[src/rtl/uart_cmd_dispatcher_if.sv]
// Configuration write channel from the command dispatcher to the PWM/DDS register banks.
interface uart_cmd_dispatcher_if;
  logic        cfg_valid;
  logic        cfg_ready;
  logic [7:0]  cfg_func;
  logic [7:0]  cfg_ch;
  logic        cfg_en;
  logic [7:0]  cfg_duty;
  logic [15:0] cfg_dessert;
  logic [7:0]  cfg_pulse_num;
  logic [31:0] cfg_pattern;

  modport master (
    output cfg_valid, cfg_func, cfg_ch, cfg_en, cfg_duty, cfg_dessert, cfg_pulse_num, cfg_pattern,
    input  cfg_ready
  );

  modport slave (
    input  cfg_valid, cfg_func, cfg_ch, cfg_en, cfg_duty, cfg_dessert, cfg_pulse_num, cfg_pattern,
    output cfg_ready
  );
endinterface

[src/rtl/uart_cmd_dispatcher.sv]
// Parses 14-byte UART command frames and issues one configuration write per good frame.
// Optional CRC checking of the payload XOR is enabled by defining CMD_CRC_CHECK_EN.
module uart_cmd_dispatcher #(
  parameter int unsigned NUM_CH      = 4,
  parameter int unsigned TIMEOUT_CYC = 50000,
  parameter logic [7:0]  HDR_BYTE    = 8'h55,
  parameter logic [7:0]  TAIL_BYTE   = 8'hAA
) (
  input  logic                         sys_clk,
  input  logic                         sys_rst,
  input  logic [7:0]                   rx_data,
  input  logic                         rx_done,
  uart_cmd_dispatcher_if.master        cfg,
  output logic                         frame_ok,
  output logic                         frame_err,
  output logic [2:0]                   err_code,
  output logic                         busy
);

  localparam int unsigned CNT_W = (TIMEOUT_CYC > 2) ? $clog2(TIMEOUT_CYC) : 1;
  localparam logic [CNT_W-1:0] TMO_MAX = CNT_W'(TIMEOUT_CYC - 1);

  typedef enum logic [2:0] {S_IDLE, S_PAYLOAD, S_CRC, S_TAIL, S_DISPATCH} state_e;
  typedef enum logic [2:0] {
    E_NONE = 3'd0, E_TAIL = 3'd1, E_FUNC_CH = 3'd2, E_TIMEOUT = 3'd3, E_CRC = 3'd4, E_OVERRUN = 3'd5
  } err_e;

  state_e            state_q, state_d;
  err_e              err_q, err_d;
  logic [3:0]        idx_q, idx_d;
  logic [CNT_W-1:0]  cnt_q, cnt_d;
  logic              ovr_q, ovr_d;
  logic [7:0]        func_q, func_d, ch_q, ch_d, duty_q, duty_d, pulse_q, pulse_d;
  logic              en_q, en_d;
  logic [15:0]       dessert_q, dessert_d;
  logic [31:0]       pattern_q, pattern_d;
  logic              counting, timeout, ovr_now, func_ok, ch_ok;
`ifdef CMD_CRC_CHECK_EN
  logic [7:0]        crc_rx_q, crc_rx_d, crc_acc_q, crc_acc_d;
`endif

  assign func_ok = (func_q == 8'h01) || (func_q == 8'h02);
  assign ch_ok   = 32'(ch_q) < NUM_CH;

  always_comb begin
    state_d   = state_q;
    err_d     = err_q;
    idx_d     = idx_q;
    ovr_d     = ovr_q;
    func_d    = func_q;
    ch_d      = ch_q;
    en_d      = en_q;
    duty_d    = duty_q;
    dessert_d = dessert_q;
    pulse_d   = pulse_q;
    pattern_d = pattern_q;
    frame_ok  = 1'b0;
    frame_err = 1'b0;
    ovr_now   = 1'b0;
`ifdef CMD_CRC_CHECK_EN
    crc_rx_d  = crc_rx_q;
    crc_acc_d = crc_acc_q;
`endif
    counting = (state_q == S_PAYLOAD) || (state_q == S_CRC) || (state_q == S_TAIL);
    timeout  = counting && (cnt_q == TMO_MAX);
    cnt_d    = '0;
    if (counting && !timeout && !rx_done) cnt_d = cnt_q + CNT_W'(1);

    // Expiry takes precedence over a byte arriving in the same cycle.
    if (timeout) begin
      frame_err = 1'b1;
      err_d     = E_TIMEOUT;
      state_d   = S_IDLE;
    end else begin
      case (state_q)
        S_IDLE: begin
          if (rx_done && rx_data == HDR_BYTE) begin
            state_d = S_PAYLOAD;
            idx_d   = '0;
`ifdef CMD_CRC_CHECK_EN
            crc_acc_d = '0;
`endif
          end
        end
        S_PAYLOAD: begin
          if (rx_done) begin
            case (idx_q)
              4'd0:    func_d            = rx_data;
              4'd1:    ch_d              = rx_data;
              4'd2:    en_d              = rx_data[0];
              4'd3:    duty_d            = rx_data;
              4'd4:    dessert_d[15:8]   = rx_data;
              4'd5:    dessert_d[7:0]    = rx_data;
              4'd6:    pulse_d           = rx_data;
              4'd7:    pattern_d[31:24]  = rx_data;
              4'd8:    pattern_d[23:16]  = rx_data;
              4'd9:    pattern_d[15:8]   = rx_data;
              default: pattern_d[7:0]    = rx_data;
            endcase
`ifdef CMD_CRC_CHECK_EN
            crc_acc_d = crc_acc_q ^ rx_data;
`endif
            if (idx_q == 4'd10) state_d = S_CRC;
            else                idx_d   = idx_q + 4'd1;
          end
        end
        S_CRC: begin
          if (rx_done) begin
`ifdef CMD_CRC_CHECK_EN
            crc_rx_d = rx_data;
`endif
            state_d = S_TAIL;
          end
        end
        S_TAIL: begin
          if (rx_done) begin
            state_d = S_IDLE;
            if (rx_data != TAIL_BYTE) begin
              frame_err = 1'b1;
              err_d     = E_TAIL;
            end else if (!func_ok || !ch_ok) begin
              frame_err = 1'b1;
              err_d     = E_FUNC_CH;
            end
`ifdef CMD_CRC_CHECK_EN
            else if (crc_rx_q != crc_acc_q) begin
              frame_err = 1'b1;
              err_d     = E_CRC;
            end
`endif
            else begin
              state_d = S_DISPATCH;
              ovr_d   = 1'b0;
            end
          end
        end
        S_DISPATCH: begin
          ovr_now = ovr_q || rx_done;
          ovr_d   = ovr_now;
          if (cfg.cfg_ready) begin
            frame_ok  = 1'b1;
            frame_err = ovr_now;
            err_d     = ovr_now ? E_OVERRUN : E_NONE;
            state_d   = S_IDLE;
          end
        end
        default: state_d = S_IDLE;
      endcase
    end

    if (sys_rst) begin
      frame_ok  = 1'b0;
      frame_err = 1'b0;
    end
  end

  always_ff @(posedge sys_clk) begin
    if (sys_rst) begin
      state_q   <= S_IDLE;
      err_q     <= E_NONE;
      idx_q     <= '0;
      cnt_q     <= '0;
      ovr_q     <= 1'b0;
      func_q    <= '0;
      ch_q      <= '0;
      en_q      <= 1'b0;
      duty_q    <= '0;
      dessert_q <= '0;
      pulse_q   <= '0;
      pattern_q <= '0;
`ifdef CMD_CRC_CHECK_EN
      crc_rx_q  <= '0;
      crc_acc_q <= '0;
`endif
    end else begin
      state_q   <= state_d;
      err_q     <= err_d;
      idx_q     <= idx_d;
      cnt_q     <= cnt_d;
      ovr_q     <= ovr_d;
      func_q    <= func_d;
      ch_q      <= ch_d;
      en_q      <= en_d;
      duty_q    <= duty_d;
      dessert_q <= dessert_d;
      pulse_q   <= pulse_d;
      pattern_q <= pattern_d;
`ifdef CMD_CRC_CHECK_EN
      crc_rx_q  <= crc_rx_d;
      crc_acc_q <= crc_acc_d;
`endif
    end
  end

  assign cfg.cfg_valid     = (state_q == S_DISPATCH);
  assign cfg.cfg_func      = func_q;
  assign cfg.cfg_ch        = ch_q;
  assign cfg.cfg_en        = en_q;
  assign cfg.cfg_duty      = duty_q;
  assign cfg.cfg_dessert   = dessert_q;
  assign cfg.cfg_pulse_num = pulse_q;
  assign cfg.cfg_pattern   = pattern_q;
  assign err_code          = err_q;
  assign busy              = (state_q != S_IDLE);

endmodule

[src/flat_wrapper.sv]
// flat-port wrapper written by rule: the top's interface ports become plain ports
module uart_cmd_dispatcher_flat 
#(
  parameter int unsigned NUM_CH      = 4,
  parameter int unsigned TIMEOUT_CYC = 50000,
  parameter logic [7:0]  HDR_BYTE    = 8'h55,
  parameter logic [7:0]  TAIL_BYTE   = 8'hAA
)
  (sys_clk, sys_rst, rx_data, rx_done, frame_ok, frame_err, err_code, busy, cfg_cfg_valid, cfg_cfg_func, cfg_cfg_ch, cfg_cfg_en, cfg_cfg_duty, cfg_cfg_dessert, cfg_cfg_pulse_num, cfg_cfg_pattern, cfg_cfg_ready);
  uart_cmd_dispatcher_if cfg_i ();
  input  logic sys_clk;
  input  logic sys_rst;
  input  logic [7:0] rx_data;
  input  logic rx_done;
  output logic frame_ok;
  output logic frame_err;
  output logic [2:0] err_code;
  output logic busy;
  output wire logic [$bits(cfg_i.cfg_valid)-1:0] cfg_cfg_valid;
  output wire logic [$bits(cfg_i.cfg_func)-1:0] cfg_cfg_func;
  output wire logic [$bits(cfg_i.cfg_ch)-1:0] cfg_cfg_ch;
  output wire logic [$bits(cfg_i.cfg_en)-1:0] cfg_cfg_en;
  output wire logic [$bits(cfg_i.cfg_duty)-1:0] cfg_cfg_duty;
  output wire logic [$bits(cfg_i.cfg_dessert)-1:0] cfg_cfg_dessert;
  output wire logic [$bits(cfg_i.cfg_pulse_num)-1:0] cfg_cfg_pulse_num;
  output wire logic [$bits(cfg_i.cfg_pattern)-1:0] cfg_cfg_pattern;
  input wire logic [$bits(cfg_i.cfg_ready)-1:0] cfg_cfg_ready;
  assign cfg_cfg_valid = cfg_i.cfg_valid;
  assign cfg_cfg_func = cfg_i.cfg_func;
  assign cfg_cfg_ch = cfg_i.cfg_ch;
  assign cfg_cfg_en = cfg_i.cfg_en;
  assign cfg_cfg_duty = cfg_i.cfg_duty;
  assign cfg_cfg_dessert = cfg_i.cfg_dessert;
  assign cfg_cfg_pulse_num = cfg_i.cfg_pulse_num;
  assign cfg_cfg_pattern = cfg_i.cfg_pattern;
  assign cfg_i.cfg_ready = cfg_cfg_ready;
  uart_cmd_dispatcher #(.NUM_CH(NUM_CH), .TIMEOUT_CYC(TIMEOUT_CYC), .HDR_BYTE(HDR_BYTE), .TAIL_BYTE(TAIL_BYTE)) u_core (.sys_clk(sys_clk), .sys_rst(sys_rst), .rx_data(rx_data), .rx_done(rx_done), .cfg(cfg_i), .frame_ok(frame_ok), .frame_err(frame_err), .err_code(err_code), .busy(busy));
endmodule
[config.mk]
export PLATFORM = sky130hd
export DESIGN_NAME = uart_cmd_dispatcher_flat
export DESIGN_NICKNAME = d
export VERILOG_FILES = /design/src/rtl/uart_cmd_dispatcher_if.sv /design/src/rtl/uart_cmd_dispatcher.sv /design/src/flat_wrapper.sv
export SDC_FILE = /design/constraint.sdc
export NUM_CORES = 1
export LEC_CHECK = 0
export ABC_AREA = 1
export CAP_MARGIN = 20
export CORE_UTILIZATION = 50
export CTS_BUF_LIST = sky130_fd_sc_hd__clkbuf_16
export DETAILED_ROUTE_END_ITERATION = 12
export GPL_ROUTABILITY_DRIVEN = 1
export GPL_TIMING_DRIVEN = 1
export PLACE_DENSITY = 0.76
export SLEW_MARGIN = 0
export SYNTH_ARGS = -nofsm -noshare
export SYNTH_HDL_FRONTEND = slang
export SYNTH_SLANG_ARGS = --single-unit
[constraint.sdc]
create_clock -name sys_clk -period 4.4 [get_ports sys_clk]
set_input_delay 0.44 -clock sys_clk [delete_from_list [all_inputs] [get_ports sys_clk]]
set_output_delay 0.44 -clock sys_clk [all_outputs]
set_load 0.005 [all_outputs]
# Word-level counts from Yosys, hierarchy flattened
# Index checks and enable logic that the tools add are counted.
dict set report totals {
  reg_bits 108
  input_bits 12
  word_cells 128
}
dict set report classes {
  add_sub_neg 2
  n_lt_le_gt_ge 1
  eq_ne 32
  n_mux 35
  bitwise_logic 3
  n_reduce_logical 38
}
# op n
set op_table {}
lappend op_table {{AND reduction 4 bit} 13}
lappend op_table {{2-to-1 mux 3 bit} 13}
lappend op_table {{adder 16 x 1 -> 16 bit (second input constant)} 1}
lappend op_table {{equality test 16 bit (second input constant)} 1}
lappend op_table {{equality test 4 x 3 -> 1 bit (second input constant)} 4}
lappend op_table {{one-hot mux 3 bit (5 select lines)} 1}
lappend op_table {{inequality test 2 bit (second input constant)} 7}
lappend op_table {{2-to-1 mux 1 bit} 13}
lappend op_table {{equality test 4 bit (second input constant)} 3}
lappend op_table {{2-to-1 mux 4 bit} 3}
lappend op_table {{AND reduction 5 bit} 2}
lappend op_table {{OR reduction 10 bit} 1}
lappend op_table {{equality test 4 x 2 -> 1 bit (second input constant)} 2}
lappend op_table {{equality test 8 x 1 -> 1 bit (second input constant)} 1}
lappend op_table {{equality test 8 x 2 -> 1 bit (second input constant)} 1}
lappend op_table {{equality test 8 x 7 -> 1 bit (second input constant)} 1}
lappend op_table {{< comparator 8 x 3 -> 1 bit (second input constant)} 1}
lappend op_table {{inequality test 8 bit (second input constant)} 1}
lappend op_table {{one-hot mux 4 bit (2 select lines)} 1}
lappend op_table {{equality test 3 x 2 -> 1 bit (second input constant)} 2}
lappend op_table {{one-hot mux 3 bit (2 select lines)} 1}
lappend op_table {{AND reduction 6 bit} 1}
lappend op_table {{nonzero test 3 bit} 2}
lappend op_table {{logical OR 1 bit} 5}
lappend op_table {{other kinds (18)} 30}

# Logic depth before layout (Yosys ltp)
dict set report depth {
  ltp_word 10
  mapped_depth 11
  depth_no_buf 10
}

# Least setup slack after synthesis
# Ideal clock, no wire load.
dict set report synth_path {
  kind {register to output}
  from {reg u_core.cnt_q[0]}
  to {out frame_err}
  arrival_ns 1.359
  t_required_ns 3.960
  path_slack_ns 2.601
  path_stages_with_launch 8
  path_buffers 0
  path_cell_list {dfxtp_1 > ha_1 > nand2_1 > nor2_4 > inv_2 > nor2_1 > nand3_1 > a31oi_1}
}
dict set report synth_via {
  elab_chain_len 4
}
# element line
set synth_rtl {}
lappend synth_rtl {{start: declaration} uart_cmd_dispatcher.sv:31} ;# logic [CNT_W-1:0] cnt_q, cnt_d;
lappend synth_rtl {{start signal: assignment} uart_cmd_dispatcher.sv:179} ;# cnt_q <= cnt_d;
lappend synth_rtl {{equality test 16 bit} uart_cmd_dispatcher.sv:65} ;# timeout = counting && (cnt_q == TMO_MAX);
lappend synth_rtl {{logical AND 1 bit} uart_cmd_dispatcher.sv:65}
lappend synth_rtl {{2-to-1 mux 1 bit} uart_cmd_dispatcher.sv:70} ;# if (timeout) begin
lappend synth_rtl {{2-to-1 mux 1 bit} uart_cmd_dispatcher.sv:151} ;# if (sys_rst) begin
lappend synth_rtl {{end: declaration} flat_wrapper.sv:16} ;# output logic frame_err;
# No other way between the ends.

# Worst setup path after layout
dict set report layout_path {
  from {in rx_data[1]}
  to {out frame_err}
}
dict set report layout_via {
  elab_chain_len 6
}
# element line
set layout_rtl {}
lappend layout_rtl {{start: declaration} flat_wrapper.sv:13} ;# input logic [7:0] rx_data;
lappend layout_rtl {{inequality test 8 bit} uart_cmd_dispatcher.sv:118} ;# if (rx_data != TAIL_BYTE) begin
lappend layout_rtl {{2-to-1 mux 1 bit} uart_cmd_dispatcher.sv:118}
lappend layout_rtl {{2-to-1 mux 1 bit} uart_cmd_dispatcher.sv:116} ;# if (rx_done) begin
lappend layout_rtl {{one-hot mux 1 bit (2 select lines)} uart_cmd_dispatcher.sv:75} ;# case (state_q)
lappend layout_rtl {{2-to-1 mux 1 bit} uart_cmd_dispatcher.sv:70}
lappend layout_rtl {{2-to-1 mux 1 bit} uart_cmd_dispatcher.sv:151}
# No other way between the ends.

==> run metrics <==
outcome complete, but fails checks; failing checks DRC; Seq/Total Area, Yosys 0.433; ant diodes 0; largest net degree at the start of global routing 83; critical path arrival 2.59 ns; CP endpoint kind output port; worst-path fanout max 12; Worst path max stage delay 0.88 ns; RSZ-0062 raised after global routing false; fraction of layout cells with a size suffix above 1 0.0680; total wire length 13.6 mm; internal power 1.70 mW; gr usage total 0.263; GRT Residual Overflow 0; WHS 0.446 ns; worst-margin pin slew 0.831 ns; Detail Route Antenna Nets 0; GPL Wtd Cong 0.887; Max IR drop VDD 350 µV; Net Count, Synth 702; slowest CP cell clkdlybuf4s50_1; Max-Cap Viols 0; core area 0.00973 mm²; most numerous cell in the Yosys netlist nand2_1; cts bufs inserted 9; I/O Pins 100; DIE AREA 0.0104 mm²; die width 102 µm; Final Core Density 0.650; PwrDens 408 mW/mm²; post-CTS sizing 0; I/O Buffers 99; final setup TNS 0 ns; row cnt 36; share of flip-flops with an asynchronous set or reset 0; min Tclk post-route 3.03 ns; Clk Latency, worst-skew pair 0.34 ns; # setup viols final 0; first-pass GRT wire length 21.5 mm; vias 5,048; die height 102 µm; vias in the first global route 4,424; 1st-pass router iterations 10; Slew Viols, Final 0; initial core utilization 0.514; CP required 3.96 ns; final worst-path cycle share 0.688; clock slew seen by the registers of the worst setup and hold paths 0.07 ns; mapped cell area 0.00500 mm²; Leakage Power 2.13 nW; Final #Nets 777; setup bufs post-CTS 0; Synth top area share 0.433; pre-CTS setup slack 1.47 ns; CTS Root Cell clkbuf_16; Final Hold Viols 0; NetSw 882 µW; dpl hpwl 9.18 mm; Via density 5.62; clk buf depth 2; fmax 0.331 GHz; WS Path Type in -> out; Post-Syn Area per Cell 7.30 µm²; Setup WS post-layout 1.37 ns; DRC 1; Fill cells 851; Post-Synthesis Cells 685; flop2flop setup slack 1.87 ns; number of flops mapped to enable cells by yosys 0; Wirelength per Cell 15.1 µm; Area Overhead vs Synth 26.5%; Slew headroom 0.446; initial antenna violation count 0; Area contributors post-synth dfxtp_1, nand2_1, nand4_1, a21oi_1, nor2_1; skew final 0.00880 ns; Post-synth top cells nand2_1, dfxtp_1, a21oi_1, nand4_1, nor2_1; Crit path max-delay family buffers and inverters; TritonCTS Sinks 108; HP Class reg -> reg; Logic pwr share 0.254; # H-tree levels 3; hold_buf cts 0; Yosys cell types 30; clock network fraction of total power 0.324; Net Sw Frac 0.342; crit start category input pin; WP buf/inv 3; Reg power frac 0.422; CTS tree built; prevailing post-synth register cell dfxtp_1; #FFs+latches synth 108; area leader, netlist dfxtp_1; initial DRC count 316; Warnings, synthesis 0; cells along the critical path clkdlybuf4s50_1, inv_1, nor2_1, nand2_1, nor2_1, nand3_1, nand3_1, a31oi_1, clkdlybuf4s50_1
[area by class of cell]
class                           instances  area (µm²)  area share
Multi-Input combinational cell        486        2450       0.388
Sequential cell                       108        2160       0.342
Timing Repair Buffer                  104        1040       0.165
Clock buffer                            9         225      0.0356
Inverter                               51         191      0.0303
Tap cell                              133         166      0.0263
Clock inverter                          7        81.3      0.0129
[layer usage]
metal  part of all wire  wire length [µm]  GRT usage
met1               0.45              6050      0.359
met2               0.49              6690      0.436
met3              0.053               721     0.0308
met4             0.0095               129     0.0802
met5                  0                 0          0
[state kept, by name, indices dropped and copies added (netlist names), 3 cells and up]
signal and cells:
u_core.cfg.cfg_pattern 32, u_core.cfg.cfg_dessert 16, u_core.cnt_q 16, u_core.cfg.cfg_ch 8, u_core.cfg.cfg_duty 8, u_core.cfg.cfg_func 8
u_core.cfg.cfg_pulse_num 8, u_core.idx_q 4, u_core.err_code 3, u_core.state_q 3
[metrics by stage]
step	instance area (µm²)	power, mW	cells
finish	6320	2.58	898
global route	6320	2.70	898
CTS	6320	2.57	898
detailed placement	6020	1.75	882
global placement	5990	1.73	881
floorplan	5000	1.57	685
[power groups by stage]
stage | clock network (mW) | registers [mW] | logic, mW
6_report | 0.836 | 1.09 | 0.656
5_1_grt | 0.885 | 1.10 | 0.724
4_1_cts | 0.845 | 1.09 | 0.643
3_5_place_dp | 0 | 1.11 | 0.639
3_3_place_gp | 0 | 1.11 | 0.621
2_1_floorplan | 0 | 1.09 | 0.482
[worst paths after layout]
| check | cells after the start | from | to |
|---|---|---|---|
| setup / recovery | 9 | rx_data[1] | frame_err |
| setup reg to reg | 6 | u_core.state_q[0]$_SDFFE_PP0P_ | u_core.cfg.cfg_pattern[31]$_SDFFE_PP0P_ |
| hold reg to reg | 1 | u_core.cnt_q[0]$_SDFF_PP0_ | u_core.cnt_q[0]$_SDFF_PP0_ |
| hold / removal | 1 | u_core.cnt_q[0]$_SDFF_PP0_ | u_core.cnt_q[0]$_SDFF_PP0_ |
[cell families after synthesis]
group / Yosys count / share of synthesized area
simple gates: 371 / 0.363
buf+inv: 91 / 0.0764
flops: 108 / 0.433
fa+ha+maj: 5 / 0.0125
compound gates: 108 / 0.112
xor+xnor: 2 / 0.00351
[placed cells by master, fill, tap and decap left out, types with 2 or more instances in the layout]
cell type	synthesis	routed
nand3_1	36	36
buf_4	4	4
o21ai_0	6	6
inv_2	7	7
inv_1	43	43
o211ai_1	2	2
nand3_2	6	6
nand4_1	89	89
nor3_2	4	4
nor2_1	65	65
a21oi_1	95	95
a21oi_2	3	3
inv_6	0	3
ha_1	5	5
nand3_4	3	3
nor3_1	11	11
clkbuf_16	0	9
nor2_2	3	3
clkdlybuf4s50_1	0	98
nand2_1	149	149
nor2_4	3	3
dfxtp_1	108	108
Note: power is estimated with default switching activity, not from simulation.
